File: src/rtl/xs3_pkg.sv
// Shared constants and types for the XS-3 digit accumulator.
// XS-3 codes carry each decimal digit offset by three, so legal codes span 0011..1100.
package xs3_pkg;

  localparam logic [3:0] XS3_OFFSET = 4'd3;
  localparam logic [3:0] XS3_MIN    = 4'b0011;
  localparam logic [3:0] XS3_MAX    = 4'b1100;
  localparam logic [3:0] CNT_MAX    = 4'hF;

  typedef enum logic [0:0] {
    ACCUM,
    DONE
  } state_e;

  // Digit counter increment that sticks at CNT_MAX.
  function automatic logic [3:0] cnt_sat_inc(input logic [3:0] c);
    return (c == CNT_MAX) ? c : c + 4'd1;
  endfunction

endpackage

File: src/rtl/xs3_digit_dec.sv
// Combinational XS-3 to decimal digit decoder with a legality flag.
// The decoded value of an illegal code is meaningless; callers must honour the legal flag.
module xs3_digit_dec
  import xs3_pkg::*;
(
  input  logic [3:0] xs,
  output logic [3:0] d,
  output logic       legal
);

  assign d     = xs - XS3_OFFSET;
  assign legal = (xs >= XS3_MIN) && (xs <= XS3_MAX);

endmodule

File: src/rtl/xs3_dec_accum.sv
// Accumulates an MSD-first stream of XS-3 digits into a binary value per frame.
// The result is held in registers and handed off over a valid/ready handshake.
module xs3_dec_accum
  import xs3_pkg::*;
#(
  parameter int unsigned NDIG  = 4,
  parameter int unsigned OUT_W = 14
) (
  input  logic             clk,
  input  logic             rst,
  input  logic             in_valid,
  output logic             in_ready,
  input  logic [3:0]       in_digit,
  input  logic             in_last,
  output logic             out_valid,
  input  logic             out_ready,
  output logic [OUT_W-1:0] out_bin,
  output logic             out_err,
  output logic [3:0]       out_ndig
);

  state_e             state_q;
  logic [OUT_W-1:0]   acc_q, acc_d;
  logic [3:0]         cnt_q, cnt_d;
  logic               err_q, err_d;
  logic [3:0]         dig_val;
  logic               dig_legal;
  logic               too_many;
  logic               accept;

  xs3_digit_dec u_dec (
    .xs    (in_digit),
    .d     (dig_val),
    .legal (dig_legal)
  );

  assign in_ready = (state_q == ACCUM);
  assign accept   = in_valid && in_ready;

  always_comb begin
    acc_d    = (acc_q << 3) + (acc_q << 1) + OUT_W'(dig_val);
    cnt_d    = cnt_sat_inc(cnt_q);
    // Accepting this digit makes the count exceed NDIG.
    too_many = (32'(cnt_q) >= NDIG);
    err_d    = err_q || !dig_legal || too_many;
  end

  always_ff @(posedge clk or posedge rst) begin
    if (rst) begin
      state_q   <= ACCUM;
      acc_q     <= '0;
      cnt_q     <= '0;
      err_q     <= 1'b0;
      out_valid <= 1'b0;
      out_bin   <= '0;
      out_err   <= 1'b0;
      out_ndig  <= '0;
    end else begin
      unique case (state_q)
        ACCUM: begin
          if (accept) begin
            if (in_last) begin
              out_valid <= 1'b1;
              out_bin   <= err_d ? '0 : acc_d;
              out_err   <= err_d;
              out_ndig  <= cnt_d;
              acc_q     <= '0;
              cnt_q     <= '0;
              err_q     <= 1'b0;
              state_q   <= DONE;
            end else begin
              acc_q <= acc_d;
              cnt_q <= cnt_d;
              err_q <= err_d;
            end
          end
        end
        DONE: begin
          if (out_ready) begin
            out_valid <= 1'b0;
            state_q   <= ACCUM;
          end
        end
      endcase
    end
  end

  a_hold_stable: assert property (@(posedge clk) disable iff (rst)
    (out_valid && !out_ready) |=>
      (out_valid && $stable(out_bin) && $stable(out_err) && $stable(out_ndig)));

  a_valid_in_done: assert property (@(posedge clk) disable iff (rst)
    out_valid == (state_q == DONE));

endmodule

File: config.mk
export PLATFORM = sky130hd
export DESIGN_NAME = xs3_dec_accum
export DESIGN_NICKNAME = d
export VERILOG_FILES = /design/src/rtl/xs3_pkg.sv /design/src/rtl/xs3_digit_dec.sv /design/src/rtl/xs3_dec_accum.sv
export SDC_FILE = /design/constraint.sdc
export NUM_CORES = 1
export LEC_CHECK = 0
export ABC_CLOCK_PERIOD_IN_PS = 3700
export CORE_ASPECT_RATIO = 0.9
export CORE_MARGIN = 2
export CORE_UTILIZATION = 59
export CTS_BUF_LIST = sky130_fd_sc_hd__clkbuf_16
export DETAILED_ROUTE_END_ITERATION = 7
export GPL_TIMING_DRIVEN = 0
export HOLD_SLACK_MARGIN = 0.02
export PLACE_DENSITY = 0.84
export SLEW_MARGIN = 5
export SYNTH_ARGS = -nofsm -noshare
export SYNTH_HDL_FRONTEND = slang
export SYNTH_HIERARCHICAL = 1
export SYNTH_SLANG_ARGS = --single-unit
File: constraint.sdc
create_clock -name clk -period 3.7 [get_ports clk]
set_clock_uncertainty 0.1 [all_clocks]
set_input_delay 0.37 -clock clk [delete_from_list [all_inputs] [get_ports clk]]
set_output_delay 0.37 -clock clk [all_outputs]
set_load 0.02 [all_outputs]
**Yosys cells after proc, flatten, opt, wreduce, memory -nomap -nowiden**

Cells that the tools add are included.

- $lt $le $gt $ge: 3
- Reductions and logical operators: 8
- Multiplexer cells: 13
- Bitwise logic cells: 1
- Equality and inequality tests: 4
- $add $sub $neg: 4

Operators with widths:

| operator | count |
|---|---|
| $add A14 B14 Y14 | 1 |
| $add A14 B4 Y14 | 1 |
| $mux W14 | 1 |
| $mux W13 | 1 |
| $mux W4 | 2 |
| $mux W1 | 7 |
| $reduce_and A3 Y1 | 2 |
| $add A4 B1 Y4 const B | 1 |
| $eq A4 B4 Y1 const B | 1 |
| $ge A4 B2 Y1 const B | 1 |
| $ge A4 B3 Y1 const B | 1 |
| $le A4 B4 Y1 const B | 1 |
| $ne A2 B1 Y1 const B | 2 |
| $pmux W1 S2 | 2 |
| $sub A4 B2 Y4 const B | 1 |
| $logic_and A1 B1 Y1 | 2 |
| $logic_or A1 B1 Y1 | 2 |
| $ne A2 B2 Y1 const B | 1 |
| $reduce_and A2 Y1 | 1 |
| $logic_not A1 Y1 | 1 |
| $not A1 Y1 | 1 |

- Input bits: 9
- Flip-flop bits (word level): 39
- Output and inout bits: 21

**Longest topological paths before layout**

Gate-level depths: netlist (run 1).

- Depth after elaboration: 6
- Depth in mapped cells: 11

**Modules after synthesis**

The synthesis (run 1) kept the hierarchy.

Modules (own cells, without submodules):

| module | seq. area each (sq um) | cells each | times used | area an instance (sq um) |
|---|---|---|---|---|
| xs3_dec_accum | 975.9 | 220 | 1 | 2210.9 |
| xs3_digit_dec | 0.0 | 10 | 1 | 73.8 |

**Worst setup path before layout (run 1)**

OpenSTA, ideal clock, no wires.

- Path type: input port to flip-flop
- From: input port in_digit[0]
- To: register out_bin[13]
- Stages: 11
- Slack: 0.942 ns
- Arrival time: 2.537 ns
- Required time: 3.478 ns
- Library setup time: 0.122 ns
- Cell sequence: a21oi_2 xor2_1 inv_1 fa_1 inv_1 ha_1 a21o_1 nand4_1 a21oi_2 or3_1 a32o_1

RTL lines:

| item | line | source |
|---|---|---|
| start: declaration | xs3_dec_accum.sv:13 | `input logic [3:0] in_digit,` |
| $sub A4 B2 Y4 | xs3_digit_dec.sv:11 | `assign d = xs - XS3_OFFSET;` |
| net dig_val[3] | xs3_dec_accum.sv:26 | `logic [3:0] dig_val;` |
| $add A14 B4 Y14 | xs3_dec_accum.sv:41 | `acc_d = (acc_q << 3) + (acc_q << 1) + OUT_W'(dig_val);` |
| $mux W14 | xs3_dec_accum.sv:64 | `out_bin <= err_d ? '0 : acc_d;` |
| end signal: assignment | xs3_dec_accum.sv:64 |  |
| end: declaration | xs3_dec_accum.sv:17 | `output logic [OUT_W-1:0] out_bin,` |

The timed path passes the listed nets, and every way through them passes these cells.
A chain may end at the register's enable or synchronous reset.

**Worst setup path after layout (run 1)**

- From: input port in_digit[2]
- To: register acc_q[12]

- Word-level cells in the longest chain between the ends: 3

RTL lines:

| item | line | source |
|---|---|---|
| $sub A4 B2 Y4 | xs3_digit_dec.sv:11 |  |
| net dig_val[3] | xs3_dec_accum.sv:26 |  |
| $add A14 B4 Y14 | xs3_dec_accum.sv:41 |  |
| $mux W13 | xs3_dec_accum.sv:62 | `if (in_last) begin` |
| end signal: assignment | xs3_dec_accum.sv:51 | `acc_q <= '0;` |
| end signal: assignment | xs3_dec_accum.sv:67 | `acc_q <= '0;` |
| end signal: assignment | xs3_dec_accum.sv:72 | `acc_q <= acc_d;` |
| end: declaration | xs3_dec_accum.sv:23 | `logic [OUT_W-1:0] acc_q, acc_d;` |

The timed path passes the listed nets, and every way through them passes these cells.

==> reports/results.txt, run 1 <==
Worst Tran Pin Value: 0.791 ns
GRT Total Usage: 24.9%
Fillers: 265
Setup repair bufs after CTS: 0
Synth Instances: 230
PostCTS Resize Cnt: 0
Number of global-route vias before repair: 1811
Post-synth EDFFs: 0
Core Box Area: 0.00370 mm²
Total wire length: 4990 µm
Finished Layout Cells: 313
Multi-input logic area: 0.00123 mm²
Placed insts: 305
Input/output buffers: 29
Leak: 0.00137 µW
Drt pass-1 iters: 4
Critical path's slowest cell: fa_1
Flop-to-flop setup slack: 0.98 ns
CP startpoint kind: input pin
Syn Std Cell Area: 0.00228 mm²
Cell mode on critical path: fa_1
Hold buffer count at CTS: 0
Register area: 976 µm²
Seq cells post-synth: 39
CTS Buffer Depth: 2
CP arrival: 3.25 ns
Max Slew Vio Count: 0
Hold Crit Depth: 2
Initial Util: 61.7%
# diodes: 0
ANT nets after route: 0
Worst-path cell chain: clkdlybuf4s50_1 -> a21oi_2 -> xor2_1 -> inv_1 -> fa_1 -> fa_1 -> nand2b_1 -> a21oi_1 -> o21ai_0 -> and3_1 -> o41ai_1
Fmax achieved: 314 MHz
Routability cong.: 0.829
Fin crit share: 86.1%
Die area: 0.00439 mm²
R2R Path End: acc_q[12]
Pin count of the biggest net entering global routing: 40
Residual DRC count: 0
Initial DRC count: 96
Crit. End Element: register
PwrDens: 778 mW/mm²
Unrepaired setup endpoints after global routing: false
Yosys Warn Count: 6
Number of buffers created by CTS: 5
HPWL after DPL: 3590 µm
CTS Root Cell: clkbuf_16
GRT Residual Overflow: 0
Status: complete, no violations
Critical path class: in -> reg
Max_cap viols: 0
Layout cells sized above 1: 4.87%
Post-synthesis cell type count: 36
Final hold viol count: 0
Die width: 69.6 µm
Slew HR: 47.2%
Clk pin slew, worst setup/hold paths: 0.06 ns
Area delta synth->final: 23.5%
Ys async rst share: 100%
Drt via density: 6.01
Die Ht: 63.0 µm
Most frequent cells in the layout: dfrtp_1 (39), clkdlybuf4s50_1 (29), nand2_1 (27)
Hold WC Path Type: reg -> reg
Latest clock arrival within the worst-skew pair: 0.29 ns
Hold_sp: out_bin[3]
Min cycle time layout: 3.18 ns
Post-DR wirelength/cell: 15.9 µm
Crit path largest cell delay: 0.49 ns
Worst hold endpoint: out_bin[3]
TNS Setup: 0 ns
Final net count: 302
Syn avg cell area: 9.93 µm²
Worst Path Max Fanout: 4
VDD IR max: 0.427 mV
CTS tree: built
Setup violators final: 0
Vias after detailed routing: 1881
Initial antenna violation count: 0
Global-route wire length before repair: 8560 µm
Dominant synthesized flop cell: dfrtp_1
Worst R2R Path Depth: 8
Syn Nets: 266
H-tree depth reported by CTS: 2
# rows: 21
Req. time, crit path: 3.77 ns
Num ports: 30
R2r startpoint: acc_q[0]
Most common cell after layout, fill and taps aside: dfrtp_1
Clock sink count: 39
Post-synthesis sequential area ratio: 42.7%
==> per-stage QoR <==
step	power (µW)	setup WS, ns	hold slack [ns]	util (%)	cell area, µm²
finish	2200	0.515	0.376	76.2	2820
global route	2340	0.323	0.414	76.2	2820
CTS	2200	0.517	0.383	76.2	2820
detailed placement	1630	0.185	0.370	71.1	2630
global placement	1600	0.292	0.360	71.1	2630
floorplan	1310	0.942	0.347	-	2280
==> critical path: cells and delay by family <==
kind,cells,cell delay (ns)
fa+ha+maj,2,0.97
compound gates,4,0.81
buf+inv,2,0.55
simple gates,2,0.40
xor+xnor,1,0.15
==> where the power goes <==
group          switching (µW)  internal [µW]  leakage, µW
registers                 104            566     0.000514
logic                     528            443     0.000757
clock network             171            384    0.0000952
==> worst max-delay path by stage <==
stage / startpoint / end / slack [ns] / cells after the start
floorplan: in_digit[0] / out_bin[13] / 0.94 / 11
global placement: in_digit[0] / acc_q[10] / 0.29 / 11
detailed placement: in_digit[2] / acc_q[12] / 0.18 / 11
CTS: in_digit[2] / acc_q[12] / 0.52 / 11
global route: in_digit[2] / out_bin[10] / 0.32 / 11
finish: in_digit[2] / acc_q[12] / 0.52 / 11
==> kinds of logic (layout without fill, tap and decap cells) <==
family	after synthesis	count (layout)	share of synthesized area (%)
buf+inv	21	58	3.50
fa+ha+maj	27	27	15.4
simple gates	64	64	13.0
compound gates	68	68	21.0
xor+xnor	10	10	3.83
mux	1	1	0.493
flops	39	39	42.7
==> cells in the mapped netlist (3+ instances only) <==
| master | count | share of area (%) |
|---|---|---|
| nand3_1 | 4 | 0.88 |
| a22o_1 | 13 | 5.0 |
| xnor2_1 | 8 | 3.1 |
| ha_1 | 25 | 14 |
| dfrtp_1 | 39 | 43 |
| inv_1 | 14 | 2.3 |
| nor2_1 | 13 | 2.1 |
| o31ai_1 | 6 | 2.0 |
| a21oi_1 | 15 | 3.3 |
| o21ai_0 | 12 | 2.6 |
| nor3_1 | 5 | 1.1 |
| clkbuf_1 | 6 | 0.99 |
| nand2_1 | 27 | 4.4 |
| nand3b_1 | 3 | 0.99 |
| a32o_1 | 3 | 1.3 |
| a21o_1 | 6 | 2.0 |
| o41ai_1 | 3 | 1.2 |
==> registers in the layout, summed over array words and instances, names as in the netlist <==
name / flops
out_bin: 14
acc_q: 13
cnt_q: 4
out_ndig: 4
err_q: 1
out_err: 1
out_valid: 1
state_q: 1
==> layout make-up <==
class	count	share of cell area, %
multi-input combinational	170	43.5
sequential	39	34.6
timing repair buffer	29	10.3
clock buffer	5	4.43
clock inverter	3	2.26
tap	46	2.04
inverter	14	1.86
buffer	7	0.976
==> layer usage <==
metal	share of wire, %	GRT usage (%)	vias to the layer above
met5	0	0	-
met4	2.0	10.0	0
met3	6.6	5.16	10
met2	46	39.8	62
met1	46	33.4	901
li1	-	-	908
Note: power is estimated with default switching activity, not from simulation.
==> run 2: changes to the inputs <==
--- a/config.mk
+++ b/config.mk
@@ -6,6 +6,7 @@
 export NUM_CORES = 1
 export LEC_CHECK = 0
 export ABC_CLOCK_PERIOD_IN_PS = 3700
+export CAP_MARGIN = 20
 export CORE_ASPECT_RATIO = 0.9
 export CORE_MARGIN = 2
 export CORE_UTILIZATION = 59
==> results of run 2 <==
Final layout, timing and power as in run 1 (identical DEF).
==> run 3: changes to the inputs <==
--- a/config.mk
+++ b/config.mk
@@ -7,14 +7,16 @@
 export LEC_CHECK = 0
 export ABC_CLOCK_PERIOD_IN_PS = 3700
 export CAP_MARGIN = 20
+export CELL_PAD_IN_SITES_DETAIL_PLACEMENT = 1
+export CELL_PAD_IN_SITES_GLOBAL_PLACEMENT = 2
 export CORE_ASPECT_RATIO = 0.9
 export CORE_MARGIN = 2
-export CORE_UTILIZATION = 59
+export CORE_UTILIZATION = 37
 export CTS_BUF_LIST = sky130_fd_sc_hd__clkbuf_16
 export DETAILED_ROUTE_END_ITERATION = 7
 export GPL_TIMING_DRIVEN = 0
 export HOLD_SLACK_MARGIN = 0.02
-export PLACE_DENSITY = 0.84
+export PLACE_DENSITY = 0.82
 export SLEW_MARGIN = 5
 export SYNTH_ARGS = -nofsm -noshare
 export SYNTH_HDL_FRONTEND = slang
==> reports/results.txt, run 3 (synthesis results as in run 1) <==
Status: complete, no violations
Routability cong.: 0.841 (+1.4%)
Total wire length: 5680 µm (+14%)
Int Power: 1250 µW (-10%)
VDD IR max: 0.327 mV (-23%)
Most common cell after layout, fill and taps aside: dfrtp_1
Hold buffer count at CTS: 0 (unchanged)
CP arrival: 3.26 ns (about the same)
Comb pwr share: 47.6% (+3.4 points)
Hold WC Path Type: in -> async
Num ports: 30 (unchanged)
Post-DR wirelength/cell: 16.7 µm (+4.9%)
Core Box Area: 0.00605 mm² (+63%)
Critical path class: in -> reg
Registers with the most flip-flops: out_bin: 14 flops, acc_q: 13 flops
Flop-to-flop setup slack: 0.97 ns (about the same)
Worst Path Max Fanout: 4 (unchanged)
Switching component of the power: 805 µW (+0.27%)
Leak: 0.00135 µW (-1.2%)
HPWL after DPL: 4250 µm (+18%)
Die Ht: 78.5 µm (+25%)
Clk pin slew, worst setup/hold paths: 0.05 ns (about the same)
GRT Total Usage: 18.5% (-6.5 points)
Area delta synth->final: 23.5% (unchanged)
CP Capture Point: acc_q[12]
Crit. End Element: register
H-tree depth reported by CTS: 2 (unchanged)
Residual DRC count: 0 (unchanged)
Finished Layout Cells: 340 (+8.6%)
R2R Path End: out_bin[13]
# rows: 27 (+29%)
Fin crit share: 86.2% (about the same)
Initial Util: 37.8% (-24 points)
Slew HR: 63.2% (+16 points)
Die area: 0.00682 mm² (+55%)
Initial DRC count: 101 (+5.2%)
# diodes: 0 (unchanged)
Most frequent cells in the layout: dfrtp_1 (39), clkdlybuf4s50_1 (29), nand2_1 (27)
Global-route wire length before repair: 9720 µm (+13%)
Placed insts: 332 (+8.9%)
Initial antenna violation count: 0 (unchanged)
Number of global-route vias before repair: 1933 (+6.7%)
Min cycle time layout: 3.19 ns (+0.00304 ns)
Drt via density: 5.41 (-9.9%)
Top reg by flops: out_bin
Setup repair bufs after CTS: 0 (unchanged)
GRT Residual Overflow: 0 (unchanged)
Final hold viol count: 0 (unchanged)
R2r startpoint: acc_q[0]
Fmax achieved: 314 MHz (about the same)
ANT nets after route: 0 (unchanged)
Req. time, crit path: 3.77 ns (about the same)
Max_cap viols: 0 (unchanged)
CTS Buffer Depth: 2 (unchanged)
Sequential Power Share: 32.7% (+2.2 points)
Drt pass-1 iters: 4 (unchanged)
Vias after detailed routing: 1841 (-2.1%)
Unrepaired setup endpoints after global routing: false
CTS Root Cell: clkbuf_16
Number of buffers created by CTS: 5 (unchanged)
Switching Fraction: 39.1% (+2.5 points)
Max Slew Vio Count: 0 (unchanged)
Clk pwr share: 19.7% (-5.6 points)
Pin count of the biggest net entering global routing: 34 (-15%)
TNS Setup: 0 ns (unchanged)
CTS tree: built
Clock sink count: 39 (unchanged)
Setup violators final: 0 (unchanged)
Crit. Startpoint: in_digit[2]
Worst Tran Pin Value: 0.551 ns (-0.240 ns)
Layout cells sized above 1: 4.48% (-0.39 points)
Latest clock arrival within the worst-skew pair: 0.28 ns (about the same)
Die width: 86.8 µm (+25%)
PwrDens: 730 mW/mm² (-6.2%)
Final net count: 303 (+0.33%)
Input/output buffers: 29 (unchanged)
Worst R2R Path Depth: 9 (+1)
Max FFs per register: 14 (unchanged)
Fillers: 693 (+160%)
PostCTS Resize Cnt: 0 (unchanged)
CP startpoint kind: input pin
==> run 3: cell count changes in the layout (fill, tap and decap cells not counted), sizes merged <==
cell,delta
bufinv,-2
buf,+1
clkinv,+2
==> run 3: critical path, stage by stage <==
cell and delay, ns:
clkdlybuf4s50_1 0.48, a21oi_2 0.14, xor2_1 0.16, inv_1 0.07
fa_1 0.49, fa_1 0.46, nand2b_1 0.18, a21oi_1 0.25
o21ai_0 0.19, and3_1 0.23, o41ai_1 0.23
==> run 3: power groups by stage <==
stage | clock [µW] | sequential, µW | combinational, µW
2_1_floorplan | 0 | 749 | 563
5_1_grt | 442 | 695 | 1090
3_3_place_gp | 0 | 679 | 965
4_1_cts | 421 | 677 | 993
6_report | 406 | 673 | 979
3_5_place_dp | 0 | 683 | 981
==> run 3: per-stage QoR <==
stage          setup WS [ns]  total power, µW  utilization, %  cell area (µm²)  hold WS (ns)
2_1_floorplan          0.942             1310               -             2280         0.347
3_3_place_gp           0.245             1640            44.1             2670         0.359
3_5_place_dp           0.229             1660            44.4             2690         0.369
4_1_cts                0.498             2090            46.7             2820         0.207
5_1_grt                0.248             2230            46.7             2820         0.219
6_report               0.512             2060            46.7             2820         0.205
==> run 3: cell type report <==
type,instances,area [µm²],area share (%)
Buffer,7,27.5,0.976
Clock buffer,5,125,4.43
Clock inverter,3,11.3,0.399
Inverter,14,52.6,1.86
Multi-Input combinational cell,170,1230,43.5
Sequential cell,39,976,34.6
Tap cell,72,90.1,3.19
Timing Repair Buffer,30,310,11.0
==> run 3: worst min path at each step <==
stage | endpoint | slack (ns) | from
finish | out_bin[12] | 0.21 | rst
global route | out_bin[12] | 0.22 | rst
CTS | out_bin[12] | 0.21 | rst
detailed placement | out_valid | 0.37 | out_valid
global placement | out_valid | 0.36 | out_valid
floorplan | acc_q[11] | 0.35 | acc_q[11]
==> run 3: layer usage <==
layer | vias up | routed length (µm) | track usage (%) | part of all wire, %
met2 | 31 | 2690 | 30.0 | 47
li1 | 906 | - | - | -
met5 | - | 0 | 0 | 0
met3 | 6 | 181 | 3.47 | 3.2
met4 | 0 | 78 | 6.09 | 1.4
met1 | 898 | 2740 | 24.6 | 48
